### config.mk
export PLATFORM = sky130hd
export DESIGN_NAME = mips32_mem_arbiter_flat
export DESIGN_NICKNAME = d
export VERILOG_FILES = /design/src/rtl/mips32_mem_arbiter_if.sv /design/src/rtl/mips32_mem_arbiter.sv /design/src/flat_wrapper.sv
export SDC_FILE = /design/constraint.sdc
export NUM_CORES = 1
export LEC_CHECK = 0
export CORE_ASPECT_RATIO = 0.9
export CORE_UTILIZATION = 34
export CTS_CLUSTER_DIAMETER = 120
export CTS_CLUSTER_SIZE = 25
export DETAILED_ROUTE_END_ITERATION = 7
export PLACE_DENSITY = 0.82
export REMOVE_ABC_BUFFERS = 1
export SYNTH_ARGS = -nofsm -noshare
export SYNTH_HDL_FRONTEND = slang
export SYNTH_SLANG_ARGS = --single-unit
export TNS_END_PERCENT = 30
### constraint.sdc
create_clock -name clk1 -period 1.7 [get_ports clk1]
set_input_delay 0.34 -clock clk1 [delete_from_list [all_inputs] [get_ports clk1]]
set_output_delay 0.34 -clock clk1 [all_outputs]
set_load 0.02 [all_outputs]
### src/rtl/mips32_mem_arbiter_if.sv
// Bus bundle between the pipeline ports, the arbiter and the single-port memory.
// The slave modport is the arbiter's view; master is the pipeline/memory side.
interface mips32_mem_arbiter_if #(
  parameter int ADDR_W = 10,
  parameter int DATA_W = 32
);
  logic              hlt;
  logic              if_req;
  logic [ADDR_W-1:0] if_addr;
  logic              if_gnt;
  logic              if_rvalid;
  logic [DATA_W-1:0] if_rdata;
  logic              d_req;
  logic              d_we;
  logic [ADDR_W-1:0] d_addr;
  logic [DATA_W-1:0] d_wdata;
  logic              d_gnt;
  logic              d_rvalid;
  logic [DATA_W-1:0] d_rdata;
  logic              mem_en;
  logic              mem_we;
  logic [ADDR_W-1:0] mem_addr;
  logic [DATA_W-1:0] mem_wdata;
  logic [DATA_W-1:0] mem_rdata;
  logic              busy;

  modport slave (
    input  hlt, if_req, if_addr, d_req, d_we, d_addr, d_wdata, mem_rdata,
    output if_gnt, if_rvalid, if_rdata, d_gnt, d_rvalid, d_rdata,
           mem_en, mem_we, mem_addr, mem_wdata, busy
  );

  modport master (
    output hlt, if_req, if_addr, d_req, d_we, d_addr, d_wdata, mem_rdata,
    input  if_gnt, if_rvalid, if_rdata, d_gnt, d_rvalid, d_rdata,
           mem_en, mem_we, mem_addr, mem_wdata, busy
  );
endinterface

### src/rtl/mips32_mem_arbiter.sv
// Arbitrates the unified MIPS32 memory between fetch and data ports; data wins
// unless it has starved a pending fetch for STREAK_MAX consecutive grants.
//   state | meaning
//   IDLE  | grants allowed; writes complete here in a single cycle
//   WAIT  | read in flight, counting down memory latency
//   RESP  | owner's rvalid pulse, no grants
module mips32_mem_arbiter #(
  parameter int ADDR_W     = 10,
  parameter int DATA_W     = 32,
  parameter int MEM_LAT    = 1,
  parameter int STREAK_MAX = 4
) (
  input logic                 clk1,
  input logic                 rst,
  mips32_mem_arbiter_if.slave bus
);
  typedef enum logic [1:0] {IDLE, WAIT, RESP} state_t;
  typedef enum logic [1:0] {OWN_NONE, OWN_IF, OWN_D} owner_t;

  state_t            state;
  owner_t            owner;
  logic [2:0]        cnt;
  logic [3:0]        streak;
  logic              if_rvalid_q, d_rvalid_q;
  logic [DATA_W-1:0] if_rdata_q, d_rdata_q;
  logic              fetch_ok, grant_d, grant_f;

  assign fetch_ok = bus.if_req & ~bus.hlt;
  // Grants are combinational from IDLE only; forced low while reset is asserted.
  assign grant_d  = ~rst && (state == IDLE) && bus.d_req &&
                    !(fetch_ok && (streak == 4'(STREAK_MAX)));
  assign grant_f  = ~rst && (state == IDLE) && fetch_ok && !grant_d;

  always_ff @(posedge clk1) begin
    if (rst) begin
      state       <= IDLE;
      owner       <= OWN_NONE;
      cnt         <= '0;
      streak      <= '0;
      if_rvalid_q <= 1'b0;
      d_rvalid_q  <= 1'b0;
      if_rdata_q  <= '0;
      d_rdata_q   <= '0;
    end else begin
      if_rvalid_q <= 1'b0;
      d_rvalid_q  <= 1'b0;

      if (!fetch_ok || grant_f)
        streak <= '0;
      else if (grant_d && streak != 4'(STREAK_MAX))
        streak <= streak + 4'd1;

      case (state)
        IDLE: begin
          if (grant_d && !bus.d_we) begin
            owner <= OWN_D;
            cnt   <= 3'(MEM_LAT);
            state <= WAIT;
          end else if (grant_f) begin
            owner <= OWN_IF;
            cnt   <= 3'(MEM_LAT);
            state <= WAIT;
          end
        end
        WAIT: begin
          if (cnt == 3'd1) begin
            if (owner == OWN_D) begin
              d_rdata_q  <= bus.mem_rdata;
              d_rvalid_q <= 1'b1;
            end else begin
              if_rdata_q  <= bus.mem_rdata;
              if_rvalid_q <= 1'b1;
            end
            state <= RESP;
          end else begin
            cnt <= cnt - 3'd1;
          end
        end
        RESP: begin
          owner <= OWN_NONE;
          state <= IDLE;
        end
        default: state <= IDLE;
      endcase
    end
  end

  assign bus.if_gnt    = grant_f;
  assign bus.d_gnt     = grant_d;
  assign bus.mem_en    = grant_f | grant_d;
  assign bus.mem_we    = grant_d & bus.d_we;
  assign bus.mem_addr  = grant_d ? bus.d_addr : bus.if_addr;
  assign bus.mem_wdata = bus.d_wdata;
  assign bus.if_rvalid = if_rvalid_q;
  assign bus.d_rvalid  = d_rvalid_q;
  assign bus.if_rdata  = if_rdata_q;
  assign bus.d_rdata   = d_rdata_q;
  assign bus.busy      = (state != IDLE);
endmodule

### src/flat_wrapper.sv
// flat-port wrapper written by rule: the top's interface ports become plain ports
module mips32_mem_arbiter_flat 
#(
  parameter int ADDR_W     = 10,
  parameter int DATA_W     = 32,
  parameter int MEM_LAT    = 1,
  parameter int STREAK_MAX = 4
)
  (clk1, rst, bus_hlt, bus_if_req, bus_if_addr, bus_d_req, bus_d_we, bus_d_addr, bus_d_wdata, bus_mem_rdata, bus_if_gnt, bus_if_rvalid, bus_if_rdata, bus_d_gnt, bus_d_rvalid, bus_d_rdata, bus_mem_en, bus_mem_we, bus_mem_addr, bus_mem_wdata, bus_busy);
  mips32_mem_arbiter_if #(.ADDR_W(ADDR_W), .DATA_W(DATA_W)) bus_i ();
  input logic clk1;
  input logic rst;
  input wire logic [$bits(bus_i.hlt)-1:0] bus_hlt;
  input wire logic [$bits(bus_i.if_req)-1:0] bus_if_req;
  input wire logic [$bits(bus_i.if_addr)-1:0] bus_if_addr;
  input wire logic [$bits(bus_i.d_req)-1:0] bus_d_req;
  input wire logic [$bits(bus_i.d_we)-1:0] bus_d_we;
  input wire logic [$bits(bus_i.d_addr)-1:0] bus_d_addr;
  input wire logic [$bits(bus_i.d_wdata)-1:0] bus_d_wdata;
  input wire logic [$bits(bus_i.mem_rdata)-1:0] bus_mem_rdata;
  output wire logic [$bits(bus_i.if_gnt)-1:0] bus_if_gnt;
  output wire logic [$bits(bus_i.if_rvalid)-1:0] bus_if_rvalid;
  output wire logic [$bits(bus_i.if_rdata)-1:0] bus_if_rdata;
  output wire logic [$bits(bus_i.d_gnt)-1:0] bus_d_gnt;
  output wire logic [$bits(bus_i.d_rvalid)-1:0] bus_d_rvalid;
  output wire logic [$bits(bus_i.d_rdata)-1:0] bus_d_rdata;
  output wire logic [$bits(bus_i.mem_en)-1:0] bus_mem_en;
  output wire logic [$bits(bus_i.mem_we)-1:0] bus_mem_we;
  output wire logic [$bits(bus_i.mem_addr)-1:0] bus_mem_addr;
  output wire logic [$bits(bus_i.mem_wdata)-1:0] bus_mem_wdata;
  output wire logic [$bits(bus_i.busy)-1:0] bus_busy;
  assign bus_i.hlt = bus_hlt;
  assign bus_i.if_req = bus_if_req;
  assign bus_i.if_addr = bus_if_addr;
  assign bus_i.d_req = bus_d_req;
  assign bus_i.d_we = bus_d_we;
  assign bus_i.d_addr = bus_d_addr;
  assign bus_i.d_wdata = bus_d_wdata;
  assign bus_i.mem_rdata = bus_mem_rdata;
  assign bus_if_gnt = bus_i.if_gnt;
  assign bus_if_rvalid = bus_i.if_rvalid;
  assign bus_if_rdata = bus_i.if_rdata;
  assign bus_d_gnt = bus_i.d_gnt;
  assign bus_d_rvalid = bus_i.d_rvalid;
  assign bus_d_rdata = bus_i.d_rdata;
  assign bus_mem_en = bus_i.mem_en;
  assign bus_mem_we = bus_i.mem_we;
  assign bus_mem_addr = bus_i.mem_addr;
  assign bus_mem_wdata = bus_i.mem_wdata;
  assign bus_busy = bus_i.busy;
  mips32_mem_arbiter #(.ADDR_W(ADDR_W), .DATA_W(DATA_W), .MEM_LAT(MEM_LAT), .STREAK_MAX(STREAK_MAX)) u_core (.clk1(clk1), .rst(rst), .bus(bus_i));
endmodule
Yosys cells after proc, flatten, opt, wreduce, memory -nomap -nowiden
Cells that the tools add are included.
Storage, ports and cells
  flip-flop bits (word level): 77
  input port bits: 90
  word-level logic and storage cells: 64
Cells by class
  multiplexer cells: 13
  reductions and logical operators: 24
  add/subtract/negate cells: 2
  bitwise gates (word level): 8
  equal/unequal tests: 9
Operators by type and width (count)
  10-bit 2-to-1 mux: 1
  3-bit 2-to-1 mux: 3
  3-bit AND reduction: 3
  1-bit logical AND: 8
  2-bit 2-to-1 mux: 4
  2-bit case mux with 2 select lines: 2
  3-bit case mux with 2 select lines: 1
  2-bit nonzero test: 3
  1-bit inverter: 5
  4-bit by 1-bit adder with 4-bit output, second input constant: 1
  2-bit equality test, second input constant: 2
  4-bit by 3-bit equality test with 1-bit output, second input constant: 1
  1-bit zero test: 4
  4-bit by 3-bit != test with 1-bit output, second input constant: 1
  2-bit AND reduction: 2
  3-bit by 1-bit equality test with 1-bit output, second input constant: 1
  3-bit by 2-bit != test with 1-bit output, second input constant: 1
  3-bit OR reduction: 1
  3-bit by 1-bit subtractor with 3-bit output, second input constant: 1
  1-bit bitwise AND: 2
  2-bit by 1-bit equality test with 1-bit output, second input constant: 1
  2-bit zero test: 1
  1-bit 2-to-1 mux: 2
  2-bit by 1-bit != test with 1-bit output, second input constant: 1
  other kinds (4): 4

Depth between registers and ports, before layout
  word-level depth: 10
  mapped depth: 8
  mapped depth without buffers: 6

Least setup slack after synthesis
OpenSTA, ideal clock, no wires.
  path type: register -> output
  start point: reg u_core.streak[0]
  end point: out bus_mem_addr[0]
  stages on the path, launching flop included: 7
  buffers on the path: 1
  required time: 1360 ps
  setup slack: -158 ps
  arrival time: 1518 ps
  path through: dfxtp_1 > inv_1 > ha_1 > nand3b_1 > o211ai_2 > buf_6 > mux2_4
On the way
  word-level cells in the longest chain between the ends: 5
Ends and longest elaborated chain
  start: declaration: line mips32_mem_arbiter.sv:23  | logic [3:0] streak;
  start signal: assignment: line mips32_mem_arbiter.sv:51  | streak <= streak + 4'd1;
  4-bit by 3-bit equality test with 1-bit output: line mips32_mem_arbiter.sv:31  | !(fetch_ok && (streak == 4'(STREAK_MAX)));
  1-bit logical AND: line mips32_mem_arbiter.sv:31
  1-bit zero test: line mips32_mem_arbiter.sv:31
  1-bit logical AND: line mips32_mem_arbiter.sv:30  | assign grant_d = ~rst && (state == IDLE) && bus.d_req &&
  10-bit 2-to-1 mux: line mips32_mem_arbiter.sv:92  | assign bus.mem_addr = grant_d ? bus.d_addr : bus.if_addr;
  end: declaration: line flat_wrapper.sv:29  | output wire logic [$bits(bus_i.mem_addr)-1:0] bus_mem_addr;
No other way between the ends.

Worst setup path after layout
  start point: in bus_if_req
  end point: out bus_mem_addr[0]
On the way
  word-level cells in the longest chain between the ends: 5
Ends and longest elaborated chain
  start: declaration: line flat_wrapper.sv:14  | input wire logic [$bits(bus_i.if_req)-1:0] bus_if_req;
  1-bit bitwise AND: line mips32_mem_arbiter.sv:28  | assign fetch_ok = bus.if_req & ~bus.hlt;
  1-bit logical AND: line mips32_mem_arbiter.sv:31
  1-bit zero test: line mips32_mem_arbiter.sv:31
  1-bit logical AND: line mips32_mem_arbiter.sv:30
  10-bit 2-to-1 mux: line mips32_mem_arbiter.sv:92
No other way between the ends.

==> metrics <==
Core Util, Final=54.6%; die area=about 10000 µm²; num rows=33; Worst slew margin=roughly 64%; ANT nets after route=0; RR Endpoint=u_core.owner[1]; Max Cap Viol=0; initial antenna violation count=0; CP Cell Sequence=clkdlybuf4s50_1, nand2b_4, o211ai_2, buf_6, buf_12, mux2_4, buf_6; area share of the leading cell type in the synthesized netlist=about 46%; Setup violations, final=14; hold buffer count at CTS=0; Buffers on Ports=around 140; vias per cell=about 4.8; Initial Util=around 36%; status=complete, but fails checks; count leader, synth=nand2_1; Arr. time, crit path=1900 ps; Num CTS Buffers=9; largest family of logic cells by synthesized area=simple AND/OR/NAND/NOR gates; CTS tree=built; final hold viol count=0; CTS Root Cell=clkbuf_8; EDFF count, synth=0; clock-pin slew on the worst setup and hold paths=80 ps; synth top area cells=dfxtp_1 46%, nand2_1 15%, a21oi_1 11%; Clock Sinks=77; Final Critical Period=roughly 2200 ps; mux contribution to synthesized area=4.39%; Residual DRC=0; GRT overflow=0; Main synth FF type=dfxtp_1; Seq/Total Area, Yosys=46.2%; Inst Count DP=642; fraction of registers with async set/reset=0%; chip height=96 µm; fmax=around 0.45 GHz; antenna diode count=0; violations in the final reports=negative setup slack; Worst Hold Depth=3; Gate Count Post-Synth=between 400 and 500; core box area=a little over 9000 µm²; vias in the first global route=roughly 3100; ratio of cells with drive above 1 in the final layout=17.0%; R2R Setup Slk=around 60 ps; worst reg2reg path startpoint=u_core.streak[0]; non-filler cells, final=approximately 660; setup TNS=-5890 ps; Total GRT Usage=about a fifth; DR iter-0 viols=109; fillers=between 800 and 900; fin area=about 5000 µm²; Commonest cells post-synth=134 x nand2_1, 77 x dfxtp_1, 71 x a21oi_1, 36 x buf_4, 12 x buf_2; crit start category=primary input; Synth Area in Adders=between 1 and 1.5%; class of the worst hold path=primary input to flop; worst-skew pair later-pin latency=340 ps; crit-path most repeated cell=buf_6; Post-Place Cell Area=about 4800 µm²; Boundary Pins=between 200 and 250; Crit path largest cell delay=around 560 ps; flops & latches, synth=77; first-pass GRT wire length=approximately 16 mm; Syn Area/Cell=8.16 µm²; Cell variety after synth=37; R2R depth=8; post-route clock period utilization=132%; worst slew pin tran=about 540 ps; largest net degree at the start of global routing=55; HP Start=rst; Pwr per Cell Area=approximately 750 nW/µm²; Worst Clk Skew=between 5 and 6 ps; HPWL Detailed=approximately 8 mm; required time of the critical path=roughly 1400 ps; Peak VDD IR=around 0.00045 V; routed len/inst=roughly 16 µm; max-slew violations=0; Synth area leader=dfxtp_1; critical path class=primary input to output port; clock tree buffer depth=2; routed wire length=roughly 11 mm; GP Congestion=approximately 0.8; DIE WIDTH=roughly 110 µm; Ys Warns=0; H-tree depth=3; vias=between 3000 and 4000; Detailed Routing Iterations Pass 1=4; Critical-path top delay cell=clkdlybuf4s50_1; Post-Synth XOR/XNOR Area=0%; final worst slack=-537 ps; Cell Area, Synth=~3300 µm²; Area Growth Syn to Fin=52.6%; nets=roughly 630; Setup crit end kind=output port; Worst Path Max Fanout=5; Total Power=between 3 and 4 mW; Compound-Gate Fraction of Synth Area=between 10% and 20%; hold path endpoint=u_core.state[1]; Post-Synth Simple-Gate Area=22.8%; leakage=between 2 and 2.5 nW; RSZ-0062 raised after global routing=yes
==> routing by layer <==
metal	global-route usage (%)	part of all wire, %	wire length, µm
met5	6.12	0.40	43
met4	4.00	0.51	55
met3	11.3	11	1210
met2	33.4	46	4970
met1	23.4	41	4430
==> cell usage in the layout, fill, tap and decap left out, types with 2 or more instances in the layout <==
cell and instances:
nor3b_1 2, ha_1 3, inv_1 3, dfxtp_2 4, nand2b_1 4, mux2_4 10, o211ai_1 2, dlymetal6s2s_1 18
buf_2 3, a21oi_1 71, nand4_1 3, clkdlybuf4s50_1 104, nand4b_1 2, nand3b_1 2, buf_12 3, inv_6 4
nor2_1 6, dfxtp_1 73, and2_1 4, buf_6 14, nor2b_1 3, nand3_1 4, clkbuf_8 9, inv_2 3
nand2_1 134, buf_4 30
==> cell type report <==
| class | count | area (µm²) | share of cell area [%] |
|---|---|---|---|
| inverter | 6 | 22.5 | 0.442 |
| sequential | 77 | 1550 | 30.4 |
| timing repair buffer | 172 | 1720 | 33.8 |
| clock inverter | 7 | 81.3 | 1.60 |
| clock buffer | 9 | 124 | 2.43 |
| multi-input combinational | 269 | 1440 | 28.3 |
| tap | 122 | 153 | 3.00 |
==> registers in the layout, indices dropped and copies added, names as in the netlist <==
| signal | flops |
|---|---|
| u_core.bus.d_rdata | 32 |
| u_core.bus.d_rvalid | 1 |
| u_core.bus.if_rdata | 32 |
| u_core.bus.if_rvalid | 1 |
| u_core.cnt | 3 |
| u_core.owner | 2 |
| u_core.state | 2 |
| u_core.streak | 4 |
==> how the worst max path moves through the flow <==
| stage | startpoint | slack (ps) | endpoint |
|---|---|---|---|
| after global placement | bus_hlt | -830 | bus_mem_addr[5] |
| after CTS | u_core.streak[0] | -530 | bus_mem_addr[0] |
| after detailed placement | bus_hlt | -910 | bus_mem_addr[0] |
| final | bus_if_req | -540 | bus_mem_addr[0] |
| after floorplan | u_core.streak[0] | -460 | bus_mem_addr[6] |
| after global routing | u_core.streak[0] | -620 | bus_mem_addr[1] |
==> worst max-delay path: cells and delay by family <==
kind	cells	cell delay (ps)
buffers and inverters	4	940
multiplexers	1	310
AO/OA/AOI/OAI	1	230
AND/OR/NAND/NOR	1	70
==> cell families (layout without fill, tap and decap cells) <==
logic type | count (synthesis) | count (layout)
buffers and inverters | 63 | 194
AO/OA/AOI/OAI | 81 | 81
flip-flops | 77 | 77
multiplexers | 10 | 10
adder cells (fa/ha/maj) | 4 | 4
AND/OR/NAND/NOR | 174 | 174
==> report_power, final <==
part / leakage (nW) / total [mW] / switching, mW / internal, mW
sequential: 0.623 / 1.85 / 0.0175 / 1.83
combinational: 1.45 / 0.545 / 0.242 / 0.303
clock: 0.101 / 1.41 / 0.712 / 0.702
total: 2.18 / 3.80 / 0.971 / 2.83
==> metrics by stage <==
stage	setup slack [ps]	hold slack [ps]
after global routing	-624	368
after CTS	-528	354
after detailed placement	-906	446
final	-537	380
after floorplan	-456	409
after global placement	-829	442
==> repair_timing <==
action                                  in CTS  in global routing
setup buffers                                4                  0
endpoints found under the setup margin      16                 35
resized for setup                           93                 23
pin swaps                                    4                  1
cloned                                       1                  0
No activity file was read; power rests on OpenSTA's default activity.
